<file path="config.mk">
export PLATFORM = sky130hd
export DESIGN_NAME = uart_rx
export DESIGN_NICKNAME = d
export VERILOG_FILES = /design/src/rtl/uart_rx.sv
export SDC_FILE = /design/constraint.sdc
export NUM_CORES = 1
export LEC_CHECK = 0
export ABC_AREA = 1
export CAP_MARGIN = 20
export CORE_MARGIN = 2
export CORE_UTILIZATION = 50
export DETAILED_ROUTE_END_ITERATION = 12
export HOLD_SLACK_MARGIN = 0.1
export PLACE_DENSITY = 0.71
export SETUP_SLACK_MARGIN = 0.3
export SLEW_MARGIN = 20
export SYNTH_ARGS = -nofsm -noshare
export SYNTH_HDL_FRONTEND = slang
export SYNTH_SLANG_ARGS = --single-unit
</file>
<file path="constraint.sdc">
create_clock -name clock -period 3.9 [get_ports clock]
set_input_delay 0.78 -clock clock [delete_from_list [all_inputs] [get_ports clock]]
set_output_delay 0.78 -clock clock [all_outputs]
set_load 0.005 [all_outputs]
</file>
<file path="src/rtl/uart_rx.sv">
// ---------------------------------------------------------------------------
// uart_rx -- serial UART receiver (8 data bits LSB first, one parity bit,
// one stop bit), oversampled at CLKS_PER_BIT clocks per serial bit.
//
// Ports:
//   clock         system clock, all logic on the rising edge
//   reset         asynchronous active-low reset
//   rx_en         receive enable, only blocks detection of new start bits
//   rx            asynchronous serial line, idles high
//   data_out      last received byte, held between strobes
//   data_ready    one-cycle strobe: frame complete, data_out/flags valid
//   parity_error  parity mismatch in the last frame
//   stop_error    stop bit sampled low in the last frame
//
// Parameters:
//   CLKS_PER_BIT  clocks per serial bit (even, >= 4)
//   PARITY_ODD    0 = even parity, 1 = odd parity
// ---------------------------------------------------------------------------
module uart_rx #(
    parameter int CLKS_PER_BIT = 20,
    parameter int PARITY_ODD   = 0
) (
    input  logic       clock,
    input  logic       reset,
    input  logic       rx_en,
    input  logic       rx,
    output logic [7:0] data_out,
    output logic       data_ready,
    output logic       parity_error,
    output logic       stop_error
);

    localparam int CNT_W = (CLKS_PER_BIT > 1) ? $clog2(CLKS_PER_BIT) : 1;
    localparam logic [CNT_W-1:0] CNT_LAST = CNT_W'(CLKS_PER_BIT - 1);
    localparam logic [CNT_W-1:0] CNT_HALF = CNT_W'(CLKS_PER_BIT / 2 - 1);
    localparam logic [CNT_W-1:0] CNT_ZERO = CNT_W'(0);
    localparam logic [CNT_W-1:0] CNT_ONE  = CNT_W'(1);
    localparam logic             ODD_BIT  = (PARITY_ODD != 0) ? 1'b1 : 1'b0;

    typedef enum logic [2:0] {
        ST_IDLE   = 3'd0,
        ST_START  = 3'd1,
        ST_DATA   = 3'd2,
        ST_PARITY = 3'd3,
        ST_STOP   = 3'd4
    } state_t;

    // Expected parity bit for a byte under the configured parity sense.
    function automatic logic parity_f(input logic [7:0] d);
        return (^d) ^ ODD_BIT;
    endfunction

    state_t           state_r,  state_nxt;
    logic [CNT_W-1:0] cnt_r,    cnt_nxt;
    logic [2:0]       idx_r,    idx_nxt;
    logic [7:0]       shreg_r,  shreg_nxt;
    logic             par_bit_r, par_bit_nxt;
    logic             done_s;

    logic             rx_meta_r;   // first synchronizer stage
    logic             rx_sync_r;   // synchronized line, all decisions use this
    logic             rx_prev_r;   // one-cycle-old copy for falling-edge detect
    logic             start_s;

    // Two-flop synchronizer plus edge-detect delay; resets to idle-high.
    always_ff @(posedge clock or negedge reset) begin
        if (!reset) begin
            rx_meta_r <= 1'b1;
            rx_sync_r <= 1'b1;
            rx_prev_r <= 1'b1;
        end else begin
            rx_meta_r <= rx;
            rx_sync_r <= rx_meta_r;
            rx_prev_r <= rx_sync_r;
        end
    end

    // A start needs a genuine falling edge, so a line stuck low never retriggers.
    assign start_s = rx_en & rx_prev_r & ~rx_sync_r;

    // Next-state, counter and shift-register logic.
    always_comb begin
        state_nxt   = state_r;
        cnt_nxt     = cnt_r;
        idx_nxt     = idx_r;
        shreg_nxt   = shreg_r;
        par_bit_nxt = par_bit_r;
        done_s      = 1'b0;
        case (state_r)
            ST_IDLE: begin
                cnt_nxt = CNT_ZERO;
                idx_nxt = 3'd0;
                if (start_s) begin
                    state_nxt = ST_START;
                end else begin
                    state_nxt = ST_IDLE;
                end
            end
            ST_START: begin
                // Re-check the line at mid start bit to reject short glitches.
                if (cnt_r == CNT_HALF) begin
                    cnt_nxt = CNT_ZERO;
                    idx_nxt = 3'd0;
                    if (!rx_sync_r) begin
                        state_nxt = ST_DATA;
                    end else begin
                        state_nxt = ST_IDLE;
                    end
                end else begin
                    cnt_nxt = cnt_r + CNT_ONE;
                end
            end
            ST_DATA: begin
                if (cnt_r == CNT_LAST) begin
                    cnt_nxt = CNT_ZERO;
                    shreg_nxt[idx_r] = rx_sync_r;
                    if (idx_r == 3'd7) begin
                        state_nxt = ST_PARITY;
                        idx_nxt   = 3'd0;
                    end else begin
                        idx_nxt = idx_r + 3'd1;
                    end
                end else begin
                    cnt_nxt = cnt_r + CNT_ONE;
                end
            end
            ST_PARITY: begin
                if (cnt_r == CNT_LAST) begin
                    cnt_nxt     = CNT_ZERO;
                    par_bit_nxt = rx_sync_r;
                    state_nxt   = ST_STOP;
                end else begin
                    cnt_nxt = cnt_r + CNT_ONE;
                end
            end
            ST_STOP: begin
                // Finish at mid stop bit so a following start edge is not missed.
                if (cnt_r == CNT_LAST) begin
                    cnt_nxt   = CNT_ZERO;
                    done_s    = 1'b1;
                    state_nxt = ST_IDLE;
                end else begin
                    cnt_nxt = cnt_r + CNT_ONE;
                end
            end
            default: begin
                state_nxt = ST_IDLE;
                cnt_nxt   = CNT_ZERO;
                idx_nxt   = 3'd0;
            end
        endcase
    end

    // FSM state and datapath registers.
    always_ff @(posedge clock or negedge reset) begin
        if (!reset) begin
            state_r   <= ST_IDLE;
            cnt_r     <= CNT_ZERO;
            idx_r     <= 3'd0;
            shreg_r   <= 8'h00;
            par_bit_r <= 1'b0;
        end else begin
            state_r   <= state_nxt;
            cnt_r     <= cnt_nxt;
            idx_r     <= idx_nxt;
            shreg_r   <= shreg_nxt;
            par_bit_r <= par_bit_nxt;
        end
    end

    // Registered outputs: byte and flags update only on frame completion.
    always_ff @(posedge clock or negedge reset) begin
        if (!reset) begin
            data_out     <= 8'h00;
            data_ready   <= 1'b0;
            parity_error <= 1'b0;
            stop_error   <= 1'b0;
        end else begin
            data_ready <= done_s;
            if (done_s) begin
                data_out     <= shreg_r;
                parity_error <= (parity_f(shreg_r) != par_bit_r);
                stop_error   <= ~rx_sync_r;
            end else begin
                data_out     <= data_out;
                parity_error <= parity_error;
                stop_error   <= stop_error;
            end
        end
    end

endmodule

</file>
==> flow_metrics.env <==
export IMPL_outcome="finished, final reports clean"
export IMPL_fin_util_pct=59.4
export IMPL_cts_root_buffer="clkbuf_4"
export IMPL_relSlewSlack_pct=72.2
export IMPL_rsz0062_at_grt="no"
export IMPL_critical_path_class="reg2out"
export IMPL_ctsHoldBuffers=0
export IMPL_antenna_found_initial=0
export IMPL_drc=0
export IMPL_grt_ovfl_total=0
export IMPL_port_buffers=14
export IMPL_min_period_ns=1.97
export IMPL_ctsLongestPathBuffers=2
export IMPL_cts_tree="yes"
export IMPL_p_int_w=0.000589
export IMPL_start_util_pct=51.2
export IMPL_grt_pass1_vias=1084
export IMPL_power_w=0.000869
export IMPL_synth_distinct_cells=24
export IMPL_wl_met3_um=112
export IMPL_clk_pin_slew_ns=0.10
export IMPL_cp_top_family="buffers and inverters"
export IMPL_cp_required_ns=3.12
export IMPL_htreeDepth=2
export IMPL_synthesis_area_um2=1680
export IMPL_postSynthCellCount=193
export IMPL_syn_to_final_growth_pct=16.0
export IMPL_sw_frac_of_total_pct=32.2
export IMPL_drtIter0Drc=52
export IMPL_grt_start_max_net_pins=35
export IMPL_gp_congestion=0.811
export IMPL_cts_repair_resized=0
export IMPL_track_usage_pct=17.5
export IMPL_via_per_inst=4.69
export IMPL_drive_gt1_share_pct=16.3
export IMPL_place_hpwl_um=2040
export IMPL_synth_seq_cells=34
export IMPL_grt_first_pass_wirelength_um=4800
export IMPL_wl_met2_um=1360
export IMPL_nets=222
export IMPL_hold_violations=0
export IMPL_tns_ns=0
export IMPL_final_cells=261
export IMPL_worst_ep_arrival_time_ns=1.19
export IMPL_rows=21
export IMPL_endpoint_kind="output pin"
export IMPL_drt_pass1_iter_count=4
export IMPL_hold_ws_ns=0.361
export IMPL_top_layer="met4"
export IMPL_slowest_stage="clkdlybuf4s50_1"
export IMPL_p_comb_share_pct=23.3
export IMPL_cellPowerDensity_nw_per_um2=445
export IMPL_cts_inserted_buffers=5
export IMPL_setup_violations=0
export IMPL_fin_skew_ns=0.00792
export IMPL_fmax_ghz=0.507
export IMPL_yosys_warnings=0
export IMPL_wl_met1_um=1260
export IMPL_period_share_pct=50.6
export IMPL_final_common_cell="nand2_1"
export IMPL_clock_sinks=34
export IMPL_seq_power_share_pct=48.6
export IMPL_start_kind="flop"
export IMPL_diodes=0
export IMPL_crit_chain="clkdlybuf4s50_1"
export IMPL_die_w_um=62.0
export IMPL_vdd_ir_drop_max_mv=0.286
export IMPL_fillCellCount=289
export IMPL_cpPeakStageDelay_ns=0.51
export IMPL_avgSynthCellArea_um2=8.71
export IMPL_wirelength_um=2780
export IMPL_leakage_nw=0.930
export IMPL_syn_num_nets=201
export IMPL_vias=1225
export IMPL_seq_area_frac_synth_pct=50.8
export IMPL_core_area_um2=3280
export IMPL_hold_path_class="reg2reg"
export IMPL_path_max_fanout=2
export IMPL_dp_cells=253
export IMPL_p_sw_w=0.000279
export IMPL_die_area_um2=3840
export IMPL_worst_slew_pin_slew_ns=0.417
export IMPL_final_cell_mix="nand2_1 (62), dfrtp_1 (31), inv_1 (20)"
export IMPL_drv_slew=0
export IMPL_ant_nets=0
export IMPL_post_cts_buffers=0
export IMPL_io_pins=15
export IMPL_wl_per_cell_um=10.6
export IMPL_clk_latency_ns=0.33
export IMPL_die_y_um=62.0
export IMPL_path_buf_inv=1
export IMPL_pwr_share_clk_pct=28.1
export IMPL_maxCapViolCount=0
-- power by group through the flow --
stage               logic (W)  registers [W]  clock network (W)
finish               0.000203       0.000423           0.000244
floorplan            0.000166       0.000420                  0
global route         0.000237       0.000427           0.000270
CTS                  0.000206       0.000422           0.000254
global placement     0.000198       0.000425                  0
detailed placement   0.000204       0.000429                  0
-- final timing paths --
check | start | end | slack, ns | depth (start not counted)
min in group asynchronous | reset | data_out[7]$_DFFE_PN0P_ | 0.83 | 2
worst max register to register | cnt_r[0]$_DFF_PN0_ | stop_error$_DFFE_PN0P_ | 2.45 | 6
worst min-delay path | rx_meta_r$_DFF_PN1_ | rx_sync_r$_DFF_PN1_ | 0.36 | 0
worst max-delay path | stop_error$_DFFE_PN0P_ | stop_error | 1.93 | 1
max in group asynchronous | reset | rx_meta_r$_DFF_PN1_ | 2.73 | 2
worst min register to register | rx_meta_r$_DFF_PN1_ | rx_sync_r$_DFF_PN1_ | 0.36 | 0
-- state kept, by name, summed over array words and instances, names as in the netlist, 3 cells and up --
signal,flops
data_out,8
shreg_r,8
cnt_r,5
idx_r,3
state_r,3
-- kinds of logic after synthesis --
kind of cell / after synthesis / share of synthesized area [%]
adders and majority gates: 4 / 2.98
and+or+nand+nor: 103 / 29.1
AOI/OAI and AO/OA: 23 / 9.00
xor gates and xnor gates: 4 / 2.08
buffers and inverters: 25 / 6.03
DFF: 34 / 50.8
-- cell usage after synthesis, drive strengths merged --
cell type   n  share of area (%)
dfstp       3                4.7
buf         1               0.67
nor3        1               0.30
xnor2       1               0.52
o21ai      21                8.0
nand2      66                 16
o21a        1               0.45
inv        24                5.4
nand3      19                6.7
xor2        3                1.6
dfrtp      31                 46
ha          4                3.0
or2         1               0.37
a41oi       1               0.52
nor2       16                5.8
-- per-stage QoR --
stage	setup WS, ns	cell area (um^2)
3_3_place_gp	2.29	1880
5_1_grt	1.84	1950
3_5_place_dp	2.26	1880
4_1_cts	1.89	1950
2_1_floorplan	2.60	1680
6_report	1.93	1950
-- per-layer routing --
metal	vias up	global-route usage [%]
li1	650	-
met1	551	20.9
met2	18	29.2
met3	6	5.59
met4	0	7.29
met5	-	0
-- layout make-up --
class	count	area, um^2	area share (%)
tap	46	57.6	2.95
clock buffer	7	45.0	2.31
clock inverter	1	30.0	1.54
timing repair buffer	15	148	7.57
inverter	24	90.1	4.62
multi-input combinational	134	726	37.2
sequential	34	855	43.8
Power figures use the tool's default switching activity.
